### src/rtl/collision_det_multi.sv
// Bird-vs-world collision checker: ground, ceiling and NUM_PIPES pipe columns,
// one pipe per cycle, with sticky cause/index, grace window and overrun flag.
module collision_det_multi #(
    parameter int NUM_PIPES    = 4,
    parameter int COORD_W      = 12,
    parameter int BIRD_W       = 50,
    parameter int BIRD_H       = 35,
    parameter int PIPE_W       = 80,
    parameter int PIPE_GAP_H   = 220,
    parameter int GROUND_Y     = 668,
    parameter int HIT_MARGIN   = 5,
    parameter int GRACE_FRAMES = 30,
    localparam int IDX_W = (NUM_PIPES > 1) ? $clog2(NUM_PIPES) : 1
) (
    input  logic                         clk,
    input  logic                         rst,
    input  logic                         enable,
    input  logic                         frame_tick,
    input  logic                         clear,
    input  logic [COORD_W-1:0]           bird_x,
    input  logic [COORD_W-1:0]           bird_y,
    input  logic [NUM_PIPES*COORD_W-1:0] pipe_x,
    input  logic [NUM_PIPES*COORD_W-1:0] pipe_gap_y,
    input  logic [NUM_PIPES-1:0]         pipe_valid,
    output logic                         busy,
    output logic                         done,
    output logic                         collision,
    output logic [1:0]                   hit_cause,
    output logic [IDX_W-1:0]             hit_idx,
    output logic                         overrun,
    output logic                         grace
);

    localparam int SW = COORD_W + 2;
    localparam int GW = (GRACE_FRAMES > 0) ? $clog2(GRACE_FRAMES + 1) : 1;

    localparam logic signed [SW-1:0] BIRD_W_S   = SW'(BIRD_W);
    localparam logic signed [SW-1:0] BIRD_H_S   = SW'(BIRD_H);
    localparam logic signed [SW-1:0] PIPE_W_S   = SW'(PIPE_W);
    localparam logic signed [SW-1:0] HALF_GAP_S = SW'(PIPE_GAP_H / 2);
    localparam logic signed [SW-1:0] MARGIN_S   = SW'(HIT_MARGIN);
    localparam logic signed [SW-1:0] GROUND_S   = SW'(GROUND_Y - BIRD_H);
    localparam logic [IDX_W-1:0]     LAST_I     = IDX_W'(NUM_PIPES - 1);
    localparam logic [GW-1:0]        GRACE_INIT = GW'(GRACE_FRAMES);

    typedef enum logic [1:0] {
        IDLE,
        SCAN,
        RESOLVE
    } state_t;

    state_t                       state_q, state_d;
    logic [IDX_W-1:0]             scan_i_q, scan_i_d;
    logic [COORD_W-1:0]           snap_bx_q, snap_bx_d;
    logic [COORD_W-1:0]           snap_by_q, snap_by_d;
    logic [NUM_PIPES*COORD_W-1:0] snap_px_q, snap_px_d;
    logic [NUM_PIPES*COORD_W-1:0] snap_gy_q, snap_gy_d;
    logic [NUM_PIPES-1:0]         snap_v_q, snap_v_d;
    logic                         found_q, found_d;
    logic [IDX_W-1:0]             fidx_q, fidx_d;
    logic                         done_q, done_d;
    logic                         coll_q, coll_d;
    logic [1:0]                   cause_q, cause_d;
    logic [IDX_W-1:0]             idx_q, idx_d;
    logic                         ovr_q, ovr_d;
    logic [GW-1:0]                gcnt_q, gcnt_d;

    logic [COORD_W-1:0]   cur_px, cur_gy;
    logic                 cur_v;
    logic signed [SW-1:0] bx_s, by_s, px_s, gy_s;
    logic                 x_ovl, y_hit, pipe_hit;
    logic                 gnd_hit, ceil_hit, pipe_eff, grace_on;

    // Datapath works only on the snapshot so inputs may move during a scan.
    always_comb begin
        cur_px   = snap_px_q[32'(scan_i_q) * COORD_W +: COORD_W];
        cur_gy   = snap_gy_q[32'(scan_i_q) * COORD_W +: COORD_W];
        cur_v    = snap_v_q[scan_i_q];
        bx_s     = $signed({2'b00, snap_bx_q});
        by_s     = $signed({2'b00, snap_by_q});
        px_s     = $signed({2'b00, cur_px});
        gy_s     = $signed({2'b00, cur_gy});
        x_ovl    = (bx_s + BIRD_W_S > px_s) && (bx_s < px_s + PIPE_W_S);
        y_hit    = (by_s + MARGIN_S < gy_s - HALF_GAP_S) ||
                   (by_s + BIRD_H_S - MARGIN_S > gy_s + HALF_GAP_S);
        pipe_hit = cur_v && x_ovl && y_hit;
        grace_on = (gcnt_q != '0);
        gnd_hit  = (by_s >= GROUND_S);
        ceil_hit = (snap_by_q == '0);
        pipe_eff = found_q && !grace_on;
    end

    always_comb begin
        state_d   = state_q;
        scan_i_d  = scan_i_q;
        snap_bx_d = snap_bx_q;
        snap_by_d = snap_by_q;
        snap_px_d = snap_px_q;
        snap_gy_d = snap_gy_q;
        snap_v_d  = snap_v_q;
        found_d   = found_q;
        fidx_d    = fidx_q;
        done_d    = 1'b0;
        coll_d    = coll_q;
        cause_d   = cause_q;
        idx_d     = idx_q;
        ovr_d     = ovr_q;
        gcnt_d    = gcnt_q;

        unique case (state_q)
            IDLE: begin
                if (frame_tick && enable && !clear) begin
                    snap_bx_d = bird_x;
                    snap_by_d = bird_y;
                    snap_px_d = pipe_x;
                    snap_gy_d = pipe_gap_y;
                    snap_v_d  = pipe_valid;
                    scan_i_d  = '0;
                    found_d   = 1'b0;
                    fidx_d    = '0;
                    state_d   = SCAN;
                end
            end
            SCAN: begin
                if (pipe_hit && !found_q) begin
                    found_d = 1'b1;
                    fidx_d  = scan_i_q;
                end
                if (scan_i_q == LAST_I) begin
                    state_d = RESOLVE;
                end else begin
                    scan_i_d = scan_i_q + 1'b1;
                end
            end
            RESOLVE: begin
                if (!coll_q && (gnd_hit || ceil_hit || pipe_eff)) begin
                    coll_d = 1'b1;
                    if (gnd_hit) begin
                        cause_d = 2'd1;
                        idx_d   = '0;
                    end else if (ceil_hit) begin
                        cause_d = 2'd2;
                        idx_d   = '0;
                    end else begin
                        cause_d = 2'd3;
                        idx_d   = fidx_q;
                    end
                end
                if (grace_on) begin
                    gcnt_d = gcnt_q - 1'b1;
                end
                done_d  = 1'b1;
                state_d = IDLE;
            end
            default: state_d = IDLE;
        endcase

        if (frame_tick && enable && !clear && state_q != IDLE) begin
            ovr_d = 1'b1;
        end

        // clear overrides everything, including a RESOLVE in the same cycle.
        if (clear) begin
            state_d = IDLE;
            done_d  = 1'b0;
            coll_d  = 1'b0;
            cause_d = 2'd0;
            idx_d   = '0;
            ovr_d   = 1'b0;
            gcnt_d  = GRACE_INIT;
        end
    end

    always_ff @(posedge clk) begin
        if (rst) begin
            state_q   <= IDLE;
            scan_i_q  <= '0;
            snap_bx_q <= '0;
            snap_by_q <= '0;
            snap_px_q <= '0;
            snap_gy_q <= '0;
            snap_v_q  <= '0;
            found_q   <= 1'b0;
            fidx_q    <= '0;
            done_q    <= 1'b0;
            coll_q    <= 1'b0;
            cause_q   <= 2'd0;
            idx_q     <= '0;
            ovr_q     <= 1'b0;
            gcnt_q    <= '0;
        end else begin
            state_q   <= state_d;
            scan_i_q  <= scan_i_d;
            snap_bx_q <= snap_bx_d;
            snap_by_q <= snap_by_d;
            snap_px_q <= snap_px_d;
            snap_gy_q <= snap_gy_d;
            snap_v_q  <= snap_v_d;
            found_q   <= found_d;
            fidx_q    <= fidx_d;
            done_q    <= done_d;
            coll_q    <= coll_d;
            cause_q   <= cause_d;
            idx_q     <= idx_d;
            ovr_q     <= ovr_d;
            gcnt_q    <= gcnt_d;
        end
    end

    assign busy      = (state_q != IDLE);
    assign done      = done_q;
    assign collision = coll_q;
    assign hit_cause = cause_q;
    assign hit_idx   = idx_q;
    assign overrun   = ovr_q;
    assign grace     = grace_on;

endmodule

### config.mk
export PLATFORM = sky130hd
export DESIGN_NAME = collision_det_multi
export DESIGN_NICKNAME = d
export VERILOG_FILES = /design/src/rtl/collision_det_multi.sv
export SDC_FILE = /design/constraint.sdc
export NUM_CORES = 1
export LEC_CHECK = 0
export ABC_AREA = 1
export CAP_MARGIN = 5
export CORE_MARGIN = 2
export CORE_UTILIZATION = 49
export CTS_BUF_LIST = sky130_fd_sc_hd__clkbuf_16
export DETAILED_ROUTE_END_ITERATION = 10
export PLACE_DENSITY = 0.88
export SYNTH_ARGS = -nofsm -noshare
export SYNTH_HDL_FRONTEND = slang
export SYNTH_SLANG_ARGS = --single-unit
### constraint.sdc
create_clock -name clk -period 2.7 [get_ports clk]
set_clock_uncertainty 0.05 [all_clocks]
set_input_delay 0.405 -clock clk [delete_from_list [all_inputs] [get_ports clk]]
set_output_delay 0.405 -clock clk [all_outputs]
set_load 0.02 [all_outputs]
==> out/qor.yml <==
status:
  status: "complete, but fails checks"
  failed_checks: "negative setup slack"
setup_path:
  slowest_stage: "dfxtp_4"
  critPathLaunchType: "register"
  critPathTopFamily: "simple AND/OR/NAND/NOR gates"
  crit_buf_inv: 3
  crit_type: "reg -> reg"
  r2r_setup_slack_ns: -0.25
  rr_worst_depth: 20
  end_kind: "register"
  worstReg2RegStart: "scan_i_q[0]$_SDFFE_PP0P_"
  path_max_fanout: 5
  required_ns: 3.01
  critical_path_arrival_ns: 3.26
  critical-path-max-stage-delay_ns: 0.39
  cpMostUsedCell: "nand3_2"
  crit_chain: "buf_6, nand2_2, nand3_2, nand2_4, buf_4, ha_4, inv_2, o21ai_4, nand3_2, xor2_1, ha_1, a21oi_2, nor3_2, nor3_1, nand2_1, nand2_1, nand3_2, nand2_4, nand4_1, a21oi_1"
  r2r-end: "fidx_q[1]$_SDFFE_PP0P_"
sta:
  min_period_ns: 2.953
  fin_tns_setup_ns: -0.7524
  worst-slew-pin-transition_ns: 0.8299
  fin_crit_sh_pct: 109.4
  drv_slew: 0
  setup_viol: 3
  rsz0062_at_grt: "yes"
  slew-limit-headroom_pct: 44.68
  finalHoldViolCount: 0
  fmax_mhz: 338.6
  fin_ws_ns: -0.2532
clock_network:
  numCtsBuffers: 17
  clk_pin_slew_ns: 0.06
  cts_sinks: 143
  htree_levels: 4
  cts_tree: "done"
  cts.path.max_buffers: 2
  clkLatencyLatePin_ns: 0.43
  holdBufCountCts: 0
  root_buffer: "clkbuf_16"
logic_synthesis:
  synth_cell_type_count: 46
  syn_area_mm2: 0.008315
  syn_avg_cell_area_um2: 7.047
  synth_fp_nets: 1370
  yosys_register_bits: 143
  synth_compound_area_share_pct: 16.13
  synthArstFlopShare_pct: 0
  synthXorXnorAreaFrac_pct: 4.740
  synth_mux_area_share_pct: 0
  yosys_warnings: 0
  synth_top_area_share_pct: 34.43
  synthAdderAreaFrac_pct: 9.178
  synth.most_common_cell: "nor2_1"
  synth_common_cells: "245 x nor2_1, 168 x nand2_1, 150 x o21ai_0"
  synth_edf_count: 0
  synth_top_family_by_area: "simple AND/OR/NAND/NOR gates"
  syn_inst: 1180
  synth_top_area_cell: "dfxtp_1"
  synthSimpleGateAreaFrac_pct: 27.29
  synth_area_leaders: "dfxtp_1 34%, nor2_1 11%, ha_1 9.2%, o21ai_0 9.0%, nand2_1 7.6%"
  synth_ff_type: "dfxtp_1"
  ys_seq_area_share_pct: 34.43
pwr:
  internal_power_mw: 4.079
  irDropWorstVdd_mv: 0.4742
  seqPwrFrac_pct: 38.6
  powerDensity_mw_per_mm2: 527.1
  switching_share_pct: 31.08
  combPwrFrac_pct: 24.0
  clkPwrFrac_pct: 37.4
  p_switching_mw: 1.839
  p_leak_nw: 4.998
hold_path:
  worstHoldStart: "gcnt_q[0]$_SDFFE_PP0P_"
  holdPathEnd: "gcnt_q[0]$_SDFFE_PP0P_"
  hold_path_depth: 1
  min_path_type: "reg -> reg"
placed_design:
  placedCellCount: 1563
  dpl_cell_area_mm2: 0.01037
  gp_congestion: 0.9573
  port_buffers: 137
  hpwl_um: 18120
  place_ws_ns: -0.2383
die:
  dieHeight_um: 134.3
  start_util_pct: 50.14
  die_area_mm2: 0.01803
  io_pins: 138
  coreArea_mm2: 0.01658
  rows: 47
  die_w_um: 134.3
final_layout:
  final_cell_area_mm2: 0.01123
  syn_to_final_growth_pct: 35.04
  fin_nets: 1568
  multiInputGateArea_mm2: 0.004961
  drive_gt1_share_pct: 15.67
  seqCellArea_mm2: 0.002867
  final_cells: 1611
  n_antenna_cell: 0
  utilization_pct: 67.72
  fill_cells: 1338
flow_run:
  max_cap_viol_count: 0
drt:
  dr.pass1.iters: 5
  routed_wl_um: 24970
  wl_per_cell_um: 15.50
  ant_nets: 0
  drc: 0
  drt_iter0_drc: 554
  vias: 8668
  avgViaCountPerCell: 5.381
grt:
  grt_pass1_wl_um: 39250
  grt_max_degree: 97
  overflow: 0
  grt_usage_pct: 27.20
  grt_pass1_vias: 8333
  antenna_found_initial: 0
[through the flow]
step	hold slack, ns	power [mW]
2_1_floorplan	0.3717	3.076
3_3_place_gp	0.3869	3.583
3_5_place_dp	0.3965	3.621
4_1_cts	0.4077	5.850
5_1_grt	0.4335	6.179
6_report	0.4193	5.919
[how the worst max path moves through the flow]
| stage | start | endpoint | slack (ns) | cells past startpoint |
|---|---|---|---|---|
| finish | scan_i_q[0]$_SDFFE_PP0P_ | fidx_q[1]$_SDFFE_PP0P_ | -0.25 | 20 |
| global placement | scan_i_q[0]$_SDFFE_PP0P_ | fidx_q[1]$_SDFFE_PP0P_ | -0.15 | 22 |
| global route | scan_i_q[0]$_SDFFE_PP0P_ | fidx_q[1]$_SDFFE_PP0P_ | -0.39 | 20 |
| detailed placement | scan_i_q[0]$_SDFFE_PP0P_ | fidx_q[1]$_SDFFE_PP0P_ | -0.24 | 22 |
| floorplan | scan_i_q[0]$_SDFFE_PP0P_ | fidx_q[1]$_SDFFE_PP0P_ | -0.04 | 24 |
| CTS | scan_i_q[0]$_SDFFE_PP0P_ | found_q$_SDFFE_PP0P_ | -0.15 | 22 |
[layout by cell type (no fill, tap or decap), types with 3 or more instances in the layout]
master and instances:
a21oi_2 4, nand2_1 156, o21ai_0 146, nand2_2 25, xnor2_1 9, a21oi_1 65, a32oi_2 4, a32o_1 4
inv_8 4, xor2_1 35, nor2_1 243, nand4_1 16, nand2_4 7, clkdlybuf4s50_1 136, dfxtp_1 142, inv_6 6
inv_4 3, clkinvlp_4 4, buf_4 89, nand3_1 45, nor3_1 8, buf_12 4, ha_1 58, inv_1 83
o21ai_1 7, inv_2 8, nand3_2 13, clkbuf_16 17, nor4_2 3, buf_6 7, nor2_2 3
[timing repair]
item | in CTS | in global routing
resized for setup | 34 | 15
setup endpoints to repair | 3 | 4
buffers inserted | 6 | 10
pin swaps | 9 | 7
[power groups by stage]
stage	Clock [mW]	Sequential, mW	Combinational, mW
detailed placement	0	2.33	1.29
global placement	0	2.33	1.26
CTS	2.22	2.28	1.35
global route	2.32	2.29	1.57
finish	2.21	2.29	1.42
floorplan	0	2.30	0.773
[worst register-to-register path, cell delays in order (launching register included)]
cell     delay (ns)
dfxtp_4        0.39
buf_6          0.15
nand2_2        0.08
nand3_2        0.10
nand2_4        0.10
buf_4          0.13
ha_4           0.13
inv_2          0.04
o21ai_4        0.13
nand3_2        0.12
xor2_1         0.16
ha_1           0.30
a21oi_2        0.17
nor3_2         0.07
nor3_1         0.13
nand2_1        0.07
nand2_1        0.07
nand3_2        0.09
nand2_4        0.11
nand4_1        0.11
a21oi_1        0.17
[metal layers]
| layer | track usage [%] | wire (um) |
|---|---|---|
| met5 | 0 | 0 |
| met3 | 5.291 | 1454 |
| met4 | 10.82 | 718 |
| met1 | 32.42 | 10560 |
| met2 | 48.04 | 12240 |
[area by class of cell]
| class | instances | area share (%) |
|---|---|---|
| clock buffers | 17 | 3.788 |
| repair buffers | 237 | 19.60 |
| well taps | 220 | 2.451 |
| flip-flops and latches | 143 | 25.53 |
| multi-input cells | 883 | 44.18 |
| clock inverters | 15 | 1.114 |
| inverters | 96 | 3.343 |
[registers in the layout, summed over array words and instances (netlist names)]
signal,cells
overrun,1
hit_idx,2
found_q,1
collision,1
scan_i_q,2
snap_bx_q,12
snap_px_q,48
hit_cause,2
snap_v_q,4
state_q,2
gcnt_q,5
snap_by_q,12
snap_gy_q,48
fidx_q,2
done,1
[cells by family (layout without fill, tap and decap cells)]
logic type               after synthesis  in the layout
XOR/XNOR                              45             45
AO/OA/AOI/OAI                        247            247
buffers and inverters                154            365
adder cells (fa/ha/maj)               61             61
AND/OR/NAND/NOR                      530            530
flip-flops                           143            143
(Power assumes the default switching activity.)
==> RTL change, RTL diff (same flow settings) <==
`COORD_W`: 12 -> 18.
--- a/src/rtl/collision_det_multi.sv
+++ b/src/rtl/collision_det_multi.sv
@@ -2,7 +2,7 @@
 // one pipe per cycle, with sticky cause/index, grace window and overrun flag.
 module collision_det_multi #(
     parameter int NUM_PIPES    = 4,
-    parameter int COORD_W      = 12,
+    parameter int COORD_W      = 18,
     parameter int BIRD_W       = 50,
     parameter int BIRD_H       = 35,
     parameter int PIPE_W       = 80,
Ports: changed (resized bird_x, bird_y, pipe_gap_y and pipe_x); port bits go from 138 to 198. No check against the original RTL was run, so the function may have changed too.
==> RTL change against the original RTL <==
The run still ends with negative setup slack left. Sequential power is 41% higher. Wire length rose by 54%. Non-clock buffer count is 179 higher. Sequential cell count grew 60. Hold slack worse by 20 ps. Total power increased by 34%. Design area grew 48%. Global-route usage rose by 2.2 points. Worst setup slack got worse by 600 ps. Combinational power up 20%. Area after synthesis up 44%. Cell count increased by 50%. Largest cell class unchanged. Largest power group unchanged.
==> RTL change: results <==
synth:
  synth_compound_area_share_pct: 16.9
  syn_area_per_cell_um2: 6.95
  synth_fp_nets: 1999
  synthAdderAreaFrac_pct: 8.87
  synth_xor_area_share_pct: 5.70
  synthTopCellsByCount: "nor2_1 (370), nand2_1 (249), o21ai_0 (217)"
  post-synth-top-area-fraction_pct: 33.9
  ys_seq_area_share_pct: 33.9
  synth_seq_cells: 203
  synthDistinctLibCells: 53
  synth_area_leaders: "dfxtp_1 (34%), nor2_1 (12%), o21ai_0 (9.1%)"
run_status:
  violations: "negative setup slack"
  outcome: "finished, violations left"
grt:
  grt_pass1_wl_um: 62600
  grt_max_degree: 64
  track_usage_pct: 29.5
drt:
  routed_wl_um: 38500
  via_per_inst: 5.46
  drt_iter0_markers: 1276
  dr.pass1.iters: 5
placed_design:
  place_ws_ps: -773
  dpl_cell_area_um2: 15700
  gp_congestion: 0.991
  io_buffers: 197
  hpwlAfterDp_um: 28800
cells_and_area:
  fillers: 1829
  multi_input_area_share_pct: 42.8
  n_all_buffers: 416
  clock_buffers: 23
  nets: 2354
  nonClkBufAreaFrac_pct: 22.7
  largestRegisters: "snap_gy_q (72), snap_px_q (72)"
  drive_gt1_share_pct: 16.2
sta:
  timing.final.ws_setup_ps: -857
  tightest_slew_ps: 606
  setup_viol_count_final: 3
  finalSetupTns_ps: -2530
  whs_ps: 400
power:
  power.share.switching_pct: 28.7
  pg_seq_mw: 3.24
  fin_total_pwr_mw: 7.90
  vdd.ir_drop.worst_uv: 423
  power.density_nw_per_um2: 474
  power.leakage_nw: 7.66
worst_setup_path:
  cp_max_fo: 4
  r2r_cells: 25
  critical-path-max-stage-delay_ps: 420
clock_tree:
  h-tree-depth: 1
  cts.path.max_buffers: 3
  insertion_delay_ps: 540
worst_hold_path:
  hold_end: "snap_px_q[71]$_SDFFE_PP0P_"
  hold_start: "pipe_x[71]"
  whs_path_depth: 3
  hp-class: "input pin to flop"
-- RTL change: changes by cell type after synthesis, moves of 32 or more --
cell,before,now
a21oi_1,68,102
dfxtp_1,143,203
inv_1,89,133
xor2_1,36,68
nor2_1,245,370
o21ai_0,150,217
nand2_1,168,249
-- RTL change: layer usage --
| metal | track usage [%] | vias to the layer above | part of all wire, % |
|---|---|---|---|
| met1 | 35.7 | 6061 | 40 |
| met2 | 51.0 | 629 | 47 |
| met4 | 14.7 | 0 | 5.5 |
| met3 | 4.36 | 150 | 7.1 |
| met5 | 0 | - | 0 |
| li1 | - | 6362 | - |
-- RTL change: worst max-delay path by stage --
| stage | start | cells after the start | slack, ps | end |
|---|---|---|---|---|
| floorplan | scan_i_q[0]$_SDFFE_PP0P_ | 26 | -640 | fidx_q[0]$_SDFFE_PP0P_ |
| global placement | scan_i_q[0]$_SDFFE_PP0P_ | 29 | -620 | fidx_q[1]$_SDFFE_PP0P_ |
| detailed placement | scan_i_q[0]$_SDFFE_PP0P_ | 26 | -770 | fidx_q[1]$_SDFFE_PP0P_ |
| CTS | scan_i_q[0]$_SDFFE_PP0P_ | 25 | -710 | fidx_q[0]$_SDFFE_PP0P_ |
| global route | scan_i_q[0]$_SDFFE_PP0P_ | 25 | -1210 | fidx_q[0]$_SDFFE_PP0P_ |
| finish | scan_i_q[0]$_SDFFE_PP0P_ | 25 | -860 | fidx_q[1]$_SDFFE_PP0P_ |
-- RTL change: timing repair --
| item | in CTS | in global routing |
|---|---|---|
| cloned | 1 | 0 |
| pin swaps | 15 | 16 |
| setup buffers | 13 | 3 |
| gates resized for setup | 30 | 6 |
| setup endpoints to repair | 3 | 4 |
